--- src/rtl/crop_window.sv ---
// crop_window: pass a CROP_W x CROP_H window of the pixel stream, starting at (XSTART, latched start row); optional CROP_CLAMP_EN clamps the start row
module crop_window #(
  parameter int H_ACTIVE   = 640,
  parameter int V_ACTIVE   = 480,
  parameter int XSTART     = 160,
  parameter int CROP_W     = 320,
  parameter int CROP_H     = 120,
  parameter int DEF_YSTART = 0
) (
  input  logic        iCLK,
  input  logic        iRST,
  input  logic        iDVAL,
  input  logic [9:0]  iDATA,
  input  logic [15:0] iYSTART,
  output logic        oDVAL,
  output logic [9:0]  oDATA,
  output logic        oSOF,
  output logic        oEOL,
  output logic [15:0] oYUSED
);
  localparam logic [15:0] H_LAST = 16'(H_ACTIVE - 1);
  localparam logic [15:0] V_LAST = 16'(V_ACTIVE - 1);
  localparam logic [15:0] X_LO   = 16'(XSTART);
  localparam logic [15:0] X_HI   = 16'(XSTART + CROP_W - 1);
  localparam logic [15:0] V_LIM  = 16'(V_ACTIVE);
  localparam logic [15:0] Y_MAX  = 16'(V_ACTIVE - CROP_H);
  localparam logic [15:0] Y_DEF  = 16'(DEF_YSTART);
  localparam logic [16:0] H_M1   = 17'(CROP_H - 1);

  typedef enum logic [1:0] {S_SKIP, S_CROP, S_DONE} state_t;

  state_t      state;
  logic [15:0] x, y, next_y;
  logic        line_end, frame_end, at_top, last_row, in_x, cropping, emit;

  // Position decode and window membership of the pixel currently on the input
  always_comb begin
    line_end  = x == H_LAST;
    frame_end = line_end && y == V_LAST;
    at_top    = y == oYUSED;
    last_row  = {1'b0, y} == {1'b0, oYUSED} + H_M1;
    in_x      = x >= X_LO && x <= X_HI;
    cropping  = state == S_CROP || (state == S_SKIP && at_top);
    emit      = cropping && in_x;
`ifdef CROP_CLAMP_EN
    next_y    = iYSTART > Y_MAX ? Y_MAX : iYSTART;
`else
    next_y    = iYSTART >= V_LIM ? oYUSED : iYSTART;
`endif
  end

  // Counters, window FSM and registered outputs, all advancing only on valid pixels
  always_ff @(posedge iCLK or negedge iRST) begin
    if (!iRST) begin
      state  <= S_SKIP;
      x      <= '0;
      y      <= '0;
      oDVAL  <= 1'b0;
      oSOF   <= 1'b0;
      oEOL   <= 1'b0;
      oDATA  <= '0;
      oYUSED <= Y_DEF;
    end else begin
      oDVAL <= iDVAL && emit;
      oSOF  <= iDVAL && emit && x == X_LO && at_top;
      oEOL  <= iDVAL && emit && x == X_HI;
      if (iDVAL) begin
        if (emit) oDATA <= iDATA;
        x <= line_end ? '0 : x + 16'd1;
        if (line_end) y <= frame_end ? '0 : y + 16'd1;
        if (frame_end) begin
          state  <= S_SKIP;
          oYUSED <= next_y;
        end else if (cropping) begin
          state <= (line_end && last_row) ? S_DONE : S_CROP;
        end
      end
    end
  end
endmodule

--- config.mk ---
export PLATFORM = sky130hd
export DESIGN_NAME = crop_window
export DESIGN_NICKNAME = d
export VERILOG_FILES = /design/src/rtl/crop_window.sv
export SDC_FILE = /design/constraint.sdc
export NUM_CORES = 1
export LEC_CHECK = 0
export ABC_AREA = 1
export CAP_MARGIN = 5
export CORE_MARGIN = 10
export CORE_UTILIZATION = 50
export CTS_BUF_LIST = sky130_fd_sc_hd__clkbuf_8 sky130_fd_sc_hd__clkbuf_16
export DETAILED_ROUTE_END_ITERATION = 10
export GPL_TIMING_DRIVEN = 0
export HOLD_SLACK_MARGIN = 0.12
export PLACE_DENSITY_LB_ADDON = 0.2
export SETUP_SLACK_MARGIN = 0.5
export SYNTH_ARGS = -nofsm -noshare
export SYNTH_HDL_FRONTEND = slang
export SYNTH_SLANG_ARGS = --single-unit
--- constraint.sdc ---
create_clock -name iCLK -period 2.7 [get_ports iCLK]
set_input_delay 0.54 -clock iCLK [delete_from_list [all_inputs] [get_ports iCLK]]
set_output_delay 0.54 -clock iCLK [all_outputs]
set_load 0.005 [all_outputs]
==> flow_summary.json <==
{
  "fillers": 702,
  "max-slew-margin-rel": 0.466,
  "dr.pass1.iters": 7,
  "netlist_instances": 512,
  "worst_pin_slew_ns": 0.802,
  "yosysSeqAreaShare": 0.419,
  "seqPwrFrac": 0.495,
  "h-tree-depth": 3,
  "final_nets": 614,
  "endpoint_kind": "register",
  "fin_skew_ns": 0.0143,
  "path_class": "input pin to register",
  "routed-wl-met2_um": 4240,
  "placementRows": 31,
  "mappedNetlistNets": 545,
  "ir_worst_vdd_mv": 0.398,
  "syn_area_um2": 3760,
  "grtUsageTotal": 0.166,
  "synth_ff_type": "dfrtp_1",
  "crit_required_ns": 2.99,
  "cts_buffers": 9,
  "dp_slack_ns": 0.261,
  "met3_length_um": 623,
  "yosys.area.top_type": "dfrtp_1",
  "wl_um": 9130,
  "drc": 0,
  "crit_family": "buffers and inverters",
  "hold_viol_final": 0,
  "drt-met1-wl_um": 4090,
  "timing.fmax_mhz": 482,
  "clockRootBuffer": "clkbuf_8",
  "synth.distinct_cells": 33,
  "path_clk_slew_ns": 0.07,
  "final_cell_mix": "nand2_1 (164), inv_1 (69), dfrtp_1 (63), nor2_1 (59), clkdlybuf4s50_1 (56)",
  "core_area_um2": 7290,
  "netlist_top_cells_area": "dfrtp_1 (42%), nand2_1 (16%), inv_1 (6.9%)",
  "cp_cell_sequence": "clkdlybuf4s50_1 -> inv_1 -> nor4_1 -> nand2_1 -> a41oi_1 -> nand2_4 -> inv_6 -> buf_8 -> nand2_1 -> nand2_1",
  "clock_power_share": 0.364,
  "die_h_um": 107,
  "critPathMaxStageDelay_ns": 0.47,
  "switchingPower_mw": 0.647,
  "portBuffers": 57,
  "die_w_um": 107,
  "drive_gt1_frac": 0.0887,
  "crit_path_start_kind": "input pin",
  "synth-edff-count": 0,
  "cpMostUsedCell": "nand2_1",
  "grt-ovfl-total": 0,
  "hp-class": "input pin to async pin",
  "cts_tree": "done",
  "vias": 3455,
  "async_flop_share": 1.00,
  "place_congestion": 0.886,
  "antenna_cells": 0,
  "ant_nets": 0,
  "rsz0062_at_grt": "no",
  "cap_viol_max_count": 0,
  "p_comb_frac": 0.140,
  "final_common_cell": "nand2_1",
  "top_layer_used": "met4",
  "syn_area_per_cell_um2": 7.34,
  "setup_ws_ns": 0.623,
  "finalMaxSlewViolations": 0,
  "dpl.hpwl_um": 7000,
  "fin_crit_sh": 0.769,
  "initial_core_util": 0.516,
  "cp_max_fo": 10,
  "p_leak_nw": 2.41,
  "tns_ns": 0,
  "ioPinCount": 58,
  "yosys.area.top_type_share": 0.419,
  "numClockSinks": 63,
  "rr_startpoint": "oYUSED[0]$_DFFE_PN0P_",
  "outcome": "completed",
  "setup_viol": 0,
  "grt_pass1_vias": 3494,
  "drt-wirelength-per-cell_um": 13.3,
  "ctsLongestPathBuffers": 2,
  "grt_max_degree": 64,
  "power_density_nw_per_um2": 464,
  "cp_data_arrival_time_ns": 2.36,
  "die-area_um2": 11400,
  "grt_pass1_wl_um": 15700,
  "p_int_mw": 1.52,
  "dpl.cell_count": 668,
  "finalCriticalPeriod_ns": 2.08,
  "drt_iter0_markers": 146,
  "sw_frac_of_total": 0.299,
  "antenna_found_initial": 0,
  "hold_buffers": 0,
  "slowest_stage": "clkdlybuf4s50_1",
  "ys_seq_elements": 63,
  "path_buf_inv": 4,
  "yosysWarningCount": 0,
  "stdcell_count": 685,
  "area.growth.synth_to_final_pct": 24.0,
  "clock_latency_ns": 0.35,
  "cp-startpoint": "iDVAL",
  "via_per_inst": 5.04
}
[per-stage QoR]
stage          hold slack (ns)  utilization  total power, mW  cell area [um^2]
6_report                 0.267        0.639             2.17              4660
5_1_grt                  0.344        0.639             2.28              4660
4_1_cts                  0.316        0.637             2.19              4640
3_5_place_dp             0.466        0.611             1.39              4450
3_3_place_gp             0.462        0.611             1.38              4450
2_1_floorplan            0.244            -             1.28              3760
[cells in the mapped netlist (all sizes together) (3+ instances only)]
cell,count
nor3,17
buf,5
nand2,171
nand3b,3
xor2,22
nor2,64
inv,74
a21oi,6
ha,4
nand3,34
nor4,7
o21ai,14
a211oi,3
nand4,12
xnor2,7
dfrtp,63
[worst reg2reg max path: stages (launching register included)]
cell,delay (ns)
dfrtp_1,0.39
inv_1,0.09
ha_1,0.31
nand2_1,0.06
inv_1,0.04
nor2_1,0.08
nand2_1,0.06
nor2_1,0.09
nand2_1,0.05
nor2_1,0.18
nand2_1,0.07
nor2_1,0.09
nand2_1,0.05
nor2_1,0.15
nand3_1,0.09
nand2_1,0.06
[registers in the layout, summed over array words and instances (netlist names)]
signal,cells
y,16
state,2
oEOL,1
oDVAL,1
oSOF,1
x,16
oYUSED,16
oDATA,10
[layer usage]
metal | up-vias | global-route usage
li1 | 1740 | -
met1 | 1607 | 0.193
met2 | 94 | 0.277
met3 | 14 | 0.0641
met4 | 0 | 0.0532
met5 | - | 0
[layout make-up]
| class | count | area [um^2] | share of cell area |
|---|---|---|---|
| clock buffers | 11 | 151 | 0.0325 |
| well taps | 99 | 124 | 0.0266 |
| inverters | 75 | 288 | 0.0617 |
| plain buffers | 5 | 56.3 | 0.0121 |
| flip-flops and latches | 63 | 1580 | 0.338 |
| repair buffers | 58 | 576 | 0.123 |
| clock inverters | 5 | 38.8 | 0.00832 |
| multi-input cells | 369 | 1850 | 0.397 |
[timing repair]
action | CTS | global route
resized for setup | 0 | 4
buffers inserted | 0 | 1
setup endpoints to repair | 0 | 4
[power by group through the flow]
stage / sequential [mW] / combinational, mW / clock (mW)
global route: 1.08 / 0.349 / 0.848
floorplan: 1.08 / 0.201 / 0
finish: 1.07 / 0.304 / 0.789
detailed placement: 1.09 / 0.299 / 0
global placement: 1.09 / 0.292 / 0
CTS: 1.07 / 0.301 / 0.815
[logic make-up (layout without fill, tap and decap cells)]
family,Yosys count,count (layout),share of synthesized area
AO/OA/AOI/OAI,25,25,0.0366
XOR/XNOR,29,29,0.0676
adder cells (fa/ha/maj),4,4,0.0133
buffers and inverters,80,154,0.0915
flip-flops,63,63,0.419
AND/OR/NAND/NOR,311,311,0.372
[path summary, 6_finish.rpt]
path / endpoint / slack, ns / depth (start not counted)
min in group iCLK: oDATA[2]$_DFFE_PN0N_ / 0.48 / 2
max in group asynchronous: x[0]$_DFFE_PN0P_ / 1.89 / 1
worst min-delay path: oYUSED[1]$_DFFE_PN0P_ / 0.27 / 1
worst min register to register: oDATA[2]$_DFFE_PN0N_ / 0.48 / 2
worst max-delay path: oYUSED[6]$_DFFE_PN0P_ / 0.62 / 10
worst max register to register: state[1]$_DFFE_PN0P_ / 0.78 / 15
Note: power is estimated with default switching activity, not from simulation.
